## src/rtl/time_set_entry_pkg.sv

```systemverilog
// Shared constants for the time-set entry block: mode code, digit indices,
// FSM encoding and the fixed per-digit BCD limits.
package time_set_entry_pkg;

  localparam logic [3:0] SET_MODE_DEFAULT = 4'd2;

  localparam logic [2:0] DIG_NONE = 3'd0;
  localparam logic [2:0] DIG_SU   = 3'd1;
  localparam logic [2:0] DIG_ST   = 3'd2;
  localparam logic [2:0] DIG_MU   = 3'd3;
  localparam logic [2:0] DIG_MT   = 3'd4;
  localparam logic [2:0] DIG_HU   = 3'd5;
  localparam logic [2:0] DIG_HT   = 3'd6;

  localparam logic [1:0] ST_IDLE   = 2'd0;
  localparam logic [1:0] ST_EDIT   = 2'd1;
  localparam logic [1:0] ST_COMMIT = 2'd2;

  localparam logic [3:0] LIM_TENS  = 4'd5;
  localparam logic [3:0] LIM_UNITS = 4'd9;

  // Edit pointer walks from hour tens down to seconds units, then wraps.
  function automatic logic [2:0] nextDigitSel(input logic [2:0] sel);
    return (sel == DIG_SU) ? DIG_HT : sel - 3'd1;
  endfunction

endpackage

```

## src/rtl/time_set_entry_digit_step.sv

```systemverilog
// One-digit BCD increment with wrap-to-zero at a caller-supplied limit.
// Digits already above the limit (illegal seeds) also wrap to zero.
module bcd_digit_step (
  input  logic [3:0] digit,
  input  logic [3:0] limit,
  output logic [3:0] nextDigit
);

  assign nextDigit = (digit >= limit) ? 4'd0 : digit + 4'd1;

endmodule

```

## src/rtl/time_set_entry.sv

```systemverilog
// User time-entry writer: edits a BCD HH:MM:SS word while in set mode and
// strobes it into the clock counter on commit.
module time_set_entry
  import time_set_entry_pkg::*;
#(
  parameter int         HOUR_MAX = 23,
  parameter logic [3:0] SET_MODE = SET_MODE_DEFAULT
) (
  input  logic        clk,
  input  logic        rst,
  input  logic [3:0]  state,
  input  logic        incButton,
  input  logic        nextButton,
  input  logic        loadButton,
  input  logic [23:0] currentBits,
  output logic [23:0] clockBitsIn,
  output logic [2:0]  digitSel,
  output logic        loadPulse
);

  localparam logic [3:0] HOUR_TENS_LIM  = 4'(HOUR_MAX / 10);
  localparam logic [3:0] HOUR_UNITS_LIM = 4'(HOUR_MAX % 10);

  logic [1:0]  fsmState;
  logic        prevSetMode;
  logic        inSetMode;
  logic        modeEntry;
  logic [3:0]  selDigit;
  logic [3:0]  selLimit;
  logic [3:0]  stepDigit;
  logic [23:0] incBits;

  assign inSetMode = (state == SET_MODE);
  assign modeEntry = inSetMode && !prevSetMode;

  // Hour-units limit depends on whether hour tens is already at its maximum.
  always_comb begin
    selDigit = 4'd0;
    selLimit = LIM_UNITS;
    case (digitSel)
      DIG_HT: begin
        selDigit = clockBitsIn[23:20];
        selLimit = HOUR_TENS_LIM;
      end
      DIG_HU: begin
        selDigit = clockBitsIn[19:16];
        selLimit = (clockBitsIn[23:20] == HOUR_TENS_LIM) ? HOUR_UNITS_LIM : LIM_UNITS;
      end
      DIG_MT: begin
        selDigit = clockBitsIn[15:12];
        selLimit = LIM_TENS;
      end
      DIG_MU: selDigit = clockBitsIn[11:8];
      DIG_ST: begin
        selDigit = clockBitsIn[7:4];
        selLimit = LIM_TENS;
      end
      DIG_SU: selDigit = clockBitsIn[3:0];
      default: ;
    endcase
  end

  bcd_digit_step uStep (
    .digit     (selDigit),
    .limit     (selLimit),
    .nextDigit (stepDigit)
  );

  // Raising hour tens to its limit may push the hour past HOUR_MAX; clamp units.
  always_comb begin
    incBits = clockBitsIn;
    case (digitSel)
      DIG_HT: begin
        incBits[23:20] = stepDigit;
        if ((stepDigit == HOUR_TENS_LIM) && (clockBitsIn[19:16] > HOUR_UNITS_LIM))
          incBits[19:16] = HOUR_UNITS_LIM;
      end
      DIG_HU: incBits[19:16] = stepDigit;
      DIG_MT: incBits[15:12] = stepDigit;
      DIG_MU: incBits[11:8]  = stepDigit;
      DIG_ST: incBits[7:4]   = stepDigit;
      DIG_SU: incBits[3:0]   = stepDigit;
      default: ;
    endcase
  end

  always_ff @(posedge clk or posedge rst) begin
    if (rst) begin
      fsmState    <= ST_IDLE;
      prevSetMode <= 1'b0;
      clockBitsIn <= 24'h000000;
      digitSel    <= DIG_NONE;
      loadPulse   <= 1'b0;
    end else begin
      prevSetMode <= inSetMode;
      loadPulse   <= 1'b0;
      case (fsmState)
        ST_IDLE: begin
          clockBitsIn <= currentBits;
          digitSel    <= DIG_NONE;
          if (modeEntry) begin
            fsmState <= ST_EDIT;
            digitSel <= DIG_HT;
          end
        end
        ST_EDIT: begin
          if (!inSetMode) begin
            fsmState <= ST_IDLE;
            digitSel <= DIG_NONE;
          end else if (loadButton) begin
            fsmState  <= ST_COMMIT;
            loadPulse <= 1'b1;
            digitSel  <= DIG_NONE;
          end else begin
            if (incButton)
              clockBitsIn <= incBits;
            if (nextButton)
              digitSel <= nextDigitSel(digitSel);
          end
        end
        ST_COMMIT: fsmState <= ST_IDLE;
        default:   fsmState <= ST_IDLE;
      endcase
    end
  end

endmodule
```

## config.mk

```make
export PLATFORM = sky130hd
export DESIGN_NAME = time_set_entry
export DESIGN_NICKNAME = d
export VERILOG_FILES = /design/src/rtl/time_set_entry_pkg.sv /design/src/rtl/time_set_entry_digit_step.sv /design/src/rtl/time_set_entry.sv
export SDC_FILE = /design/constraint.sdc
export NUM_CORES = 1
export LEC_CHECK = 0
export ABC_AREA = 0
export BUFFER_PORTS_ARGS = -buffer_cell sky130_fd_sc_hd__buf_4
export CORE_ASPECT_RATIO = 0.5
export CORE_MARGIN = 2
export CORE_UTILIZATION = 40
export CTS_BUF_LIST = sky130_fd_sc_hd__clkbuf_8
export DETAILED_ROUTE_END_ITERATION = 10
export PLACE_DENSITY = 0.73
export SETUP_SLACK_MARGIN = 0.15
export SLEW_MARGIN = 5
export SYNTH_ARGS = -nofsm -noshare
export SYNTH_HDL_FRONTEND = slang
export SYNTH_HIERARCHICAL = 1
export SYNTH_SLANG_ARGS = --single-unit
```

## constraint.sdc

```tcl
create_clock -name clk -period 4.1 [get_ports clk]
set_input_delay 0.205 -clock clk [delete_from_list [all_inputs] [get_ports clk]]
set_output_delay 0.205 -clock clk [all_outputs]
set_load 0.01 [all_outputs]
```

* Word-level counts from Yosys, hierarchy flattened
Cells that the tools add are included.
Storage, ports and cells: input bits 33, logic and storage cells 79, bits in registers 31
Operators by class: reductions and logical operators 14, $add $sub $neg 2, order comparisons 2, eq/ne operators 23, mux-type cells 28
Operators by type and width (count):
- $mux 24 | 3
- $pmux 24 s2 | 1
- $mux 4 | 8
- $reduce_and 5->1 | 5
- $pmux 4 s6 | 1
- $mux 3 | 5
- $eq 4x2->1 const B | 3
- $pmux 4 s3 | 1
- $ne 2x2->1 const B | 5
- $eq 3x3->1 const B | 3
- $ne 2x1->1 const B | 4
- $pmux 4 s2 | 1
- $eq 3x2->1 const B | 2
- $mux 2 | 3
- $ne 3x3->1 const B | 2
- $pmux 3 s2 | 1
- $reduce_and 6->1 | 1
- $add 4x1->4 const B | 1
- $ge 4x4->1 | 1
- $gt 4x2->1 const B | 1
- $ne 4x4->1 const B | 1
- $pmux 2 s2 | 1
- $reduce_and 2->1 | 2
- $eq 3x1->1 const B | 1
- 9 further kinds | 12

* Logic depth before layout (Yosys ltp)
word-level depth 13, gate-level depth with buffers 15

* Cells and area by module
The synthesis kept the hierarchy.
By module, submodules not included:
- time_set_entry | seq. area each 775.7 um^2, cells each 212, times used 1, area an instance 1936.9 um^2
- bcd_digit_step | seq. area each 0.0 um^2, cells each 22, times used 1, area an instance 160.2 um^2

* Worst setup path before layout
No wires, ideal clock.
path type flip-flop to flip-flop, start register digitSel[0], end register clockBitsIn[16], path buffers 1, clock period less this slack 3.524 ns, setup time 0.125 ns, arrival time 3.400 ns, path slack 0.576 ns, required time 3.975 ns, stages on the path, launching flop included 16, cells stage by stage dfrtp_1 -> inv_1 -> ha_1 -> clkbuf_1 -> a221oi_1 -> a21oi_1 -> a311o_1 -> inv_1 -> ha_1 -> inv_1 -> a21oi_2 -> nor3b_1 -> inv_1 -> nor4_1 -> o221ai_1 -> mux2_2
Between the ends: elaborated cells between the ends (all ways) 22, those cells by class add/sub (1); order compare (1); eq/ne (9); mux (8); reduce/logical (3)
RTL lines:
- from (decl) | RTL line time_set_entry.sv:17 | output logic [2:0] digitSel,
- from (signal assigned) | RTL line time_set_entry.sv:118 | digitSel <= nextDigitSel(digitSel);
- $eq 3x1->1 (tied with other cells) | RTL line time_set_entry.sv:40 | case (digitSel)
- $pmux 4 s6 (*) | RTL line time_set_entry.sv:40
- net selDigit[0] | RTL line time_set_entry.sv:28 | logic [3:0] selDigit;
- $add 4x1->4 / $ge 4x4->1 (equally long branches) | RTL line time_set_entry_digit_step.sv:9 | assign nextDigit = (digit >= limit) ? 4'd0 : digit + 4'd1;
- $mux 4 (*) | RTL line time_set_entry_digit_step.sv:9
- net stepDigit[1] | RTL line time_set_entry.sv:30 | logic [3:0] stepDigit;
- $eq 4x2->1 (*) | RTL line time_set_entry.sv:75 | if ((stepDigit == HOUR_TENS_LIM) && (clockBitsIn[19:16] > HOUR_UNITS_LIM))
- $logic_and 1x1->1 (*) | RTL line time_set_entry.sv:75
- $ne 3x3->1 (no line) (*)
- $reduce_and 6->1 (no line) (*)
- to (signal assigned) | RTL line time_set_entry.sv:99 | clockBitsIn <= currentBits;
- to (signal assigned) | RTL line time_set_entry.sv:116 | clockBitsIn <= incBits;
- to (decl) | RTL line time_set_entry.sv:16 | output logic [23:0] clockBitsIn,
Mark *: on every way through the listed nets, which the timed path passes. The rest lies on a longest branch. The select of a mux whose other input is x is not followed. A chain may end at the register's enable or synchronous reset.

* Worst setup path after layout
start register digitSel[1], end register clockBitsIn[17]
Between the ends: elaborated cells between the ends (all ways) 22, those cells by class add/sub (1); order compare (1); eq/ne (9); mux (8); reduce/logical (3)
RTL lines (RTL line):
- $eq 3x1->1 (tied with other cells) | time_set_entry.sv:40
- $pmux 4 s6 (*) | time_set_entry.sv:40
- net selDigit[3] | time_set_entry.sv:28
- $ge 4x4->1 (*) | time_set_entry_digit_step.sv:9
- $mux 4 (*) | time_set_entry_digit_step.sv:9
- net stepDigit[0] | time_set_entry.sv:30
- $eq 4x2->1 (*) | time_set_entry.sv:75
- $logic_and 1x1->1 (*) | time_set_entry.sv:75
- $ne 3x3->1 (no line) (*)
- $reduce_and 6->1 (no line) (*)
Marks and branches as above.

==> run summary <==
crit path launch type: flop
peak supply drop: 167.4 µV
CP Cell Sequence: inv_1 > ha_1 > a222oi_1 > mux2i_1 > ha_1 > a21oi_2 > nand2_2 > nor3_1 > or3_1 > nor4_1 > o221ai_1 > mux2_2
worst reg2reg path depth: 12
Die H: 55.20 µm
htree depth: 2
final net count: 338
crit-path leading delay family: compound AO/OA/AOI/OAI gates
critical path depth: 12
Total Routing Usage GR: 0.2302
largest net degree at the start of global routing: 33
Final Cycle Share: 0.9090
initial antenna violation count: 0
number of global-route vias before repair: 1962
synthesis-to-finish area growth: 31.32%
Mapped Area: 2097 µm²
Syn. warnings: 6
register-to-register setup slack: 0.37 ns
RR Endpoint: clockBitsIn[17]
Worst Path Required: 4.27 ns
Hold Buf Count CTS: 0
Crit path top cell by count: ha_1
Yosys cell types: 48
Mapped Nets: 277
fmax: 0.2683 GHz
post-detailed-route count of antenna-violating nets: 0
dominant cell type by area after synthesis: dfrtp_1
r2r startpoint: digitSel[1]
routed via count: 2150
number of inserted diodes: 0
total gr overflow: 0
Post-synth EDFFs: 0
1st-iter DRT viols: 283
crit path launch: digitSel[1]
final setup fails: 0
Crit path arrival time: 3.90 ns
initial core utilization: 0.4213
root buffer cell: clkbuf_8
main area contributors after synthesis: dfrtp_1, ha_1, a31oi_1
CP max stage cell: nor3_1
gpl congestion: 0.9773
asr flop ratio synth: 1.000
CP peak stage delay: 0.49 ns
status: finished clean
layout cell share with drive strength beyond 1: 0.3108
WHS: 0.00007316 ns
first-pass GRT wire length: 10510 µm
post-CTS setup buffers: 0
core area: 4977 µm²
io pins: 61
post-route insts no fill: 366
Worst-path clk slew: 0.07 ns
CTS buffer count: 5
Crit path buffers/inverters: 1
drt total wl: 6631 µm
CTS max path bufs: 2
placed insts: 358
DR DRC count: 0
Synth Flop Type: dfrtp_1
most frequent cells after synthesis: dfrtp_1, nor2_1, inv_1, a31oi_1
clock sinks: 31
RSZ-0062 raised after global routing: no
via-per-instance ratio: 5.874
Max FO, Critical Path: 7
critical path class: reg2reg
Synth top area share: 0.3699
Routed WL per cell: 18.12 µm
Final HPWL DP: 5100 µm
Post-Syn Instances: 234
Setup crit end kind: flop
Worst Clk Skew: 0.006734 ns
post-synthesis sequential element count: 31
fin util: 0.5533
Avg Inst Size Synth: 8.962 µm²
CP endpoint: clockBitsIn[17]
Final Max Tran Viols: 0
die width: 106.4 µm
Hold Vio Cnt, Final: 0
setup TNS: 0 ns
sequential-to-total area share from yosys stat: 0.3699
Leak Pwr: 0.001227 µW
count leader, synth: dfrtp_1
Tmin final: 3.727 ns
fillers: 460
drt pass-1 iters: 5
Die Footprint: 5873 µm²
Worst Hold Class: in2async
CTS tree: done
row cnt: 18
Max-slew headroom: 0.3691
clock latency on the worst-skew pair: 0.29 ns
Port Buf Inserts: 60
Pwr Density: 301.7 nW/µm²
max_cap viols: 0
worst-margin pin slew: 0.9464 ns
==> how the worst min path moves through the flow <==
stage	endpoint	slack (ns)	depth (start not counted)
2_1_floorplan	clockBitsIn[0]	0.31	1
3_3_place_gp	clockBitsIn[4]	0.31	3
3_5_place_dp	clockBitsIn[4]	0.32	3
4_1_cts	clockBitsIn[8]	0.02	3
5_1_grt	clockBitsIn[6]	0.05	3
6_report	clockBitsIn[8]	0.00007	3
==> layer usage <==
layer | global-route usage | share of wire | vias to the layer above
met3 | 0.05431 | 0.089 | 10
li1 | - | - | 999
met1 | 0.3392 | 0.45 | 1037
met5 | 0 | 0 | -
met2 | 0.3315 | 0.44 | 104
met4 | 0.07331 | 0.014 | 0
==> layout make-up <==
class                   count  area (µm²)  area share
clock buffers               6       82.58     0.02999
clock inverters             2       35.03     0.01272
inverters                  17       63.81     0.02317
multi-input cells         173        1206      0.4380
flip-flops and latches     31       775.7      0.2817
well taps                  70       87.58     0.03180
repair buffers             67       503.0      0.1826
==> report_power, final <==
group	switching (µW)	internal (µW)	total (µW)
Clock	120	197	316
Sequential	27.0	326	353
Combinational	76.1	85.5	162
Total	223	608	831
==> logic make-up (layout without fill, tap and decap cells) <==
group	after synthesis	after routing	share of synthesized area
AO/OA/AOI/OAI	77	77	0.2715
XOR/XNOR	2	2	0.008355
adder cells (fa/ha/maj)	10	10	0.05967
buffers and inverters	30	92	0.05728
flip-flops	31	31	0.3699
multiplexers	8	8	0.04117
AND/OR/NAND/NOR	76	76	0.1921
==> through the flow <==
step | total power, µW | instance area, µm² | worst slack, ns
2_1_floorplan | 433.5 | 2097 | 0.5755
3_3_place_gp | 516.8 | 2631 | 0.5981
3_5_place_dp | 518.8 | 2631 | 0.4410
4_1_cts | 835.8 | 2749 | 0.4289
5_1_grt | 863.0 | 2754 | 0.1794
6_report | 830.9 | 2754 | 0.3730
==> cells in the final DEF, fill, tap and decap left out, types with 7 or more instances in the layout <==
| cell type | synthesis | routed |
|---|---|---|
| o22a_1 | 8 | 8 |
| dfrtp_1 | 31 | 31 |
| nand2_1 | 10 | 10 |
| o21ai_0 | 7 | 7 |
| nand3_1 | 11 | 11 |
| a21oi_1 | 7 | 7 |
| ha_1 | 10 | 8 |
| inv_1 | 17 | 17 |
| buf_4 | 0 | 67 |
| nor3_1 | 7 | 7 |
| a31oi_1 | 14 | 14 |
| nor2_1 | 23 | 23 |
==> state kept, by name (all words and copies together) (netlist names) <==
register / flops
clockBitsIn: 24
digitSel: 3
prevSetMode: 1
fsmState: 2
loadPulse: 1
==> tightest hold or removal path: cells and delay by family <==
kind	cells	cell delay, ns
buffers and inverters	3	0.49
==> repair_timing <==
action / CTS / global route
resized for setup: 0 / 2
hold endpoints to repair: 0 / 0
endpoints found under the setup margin: 0 / 4
No activity file was read; power rests on OpenSTA's default activity.
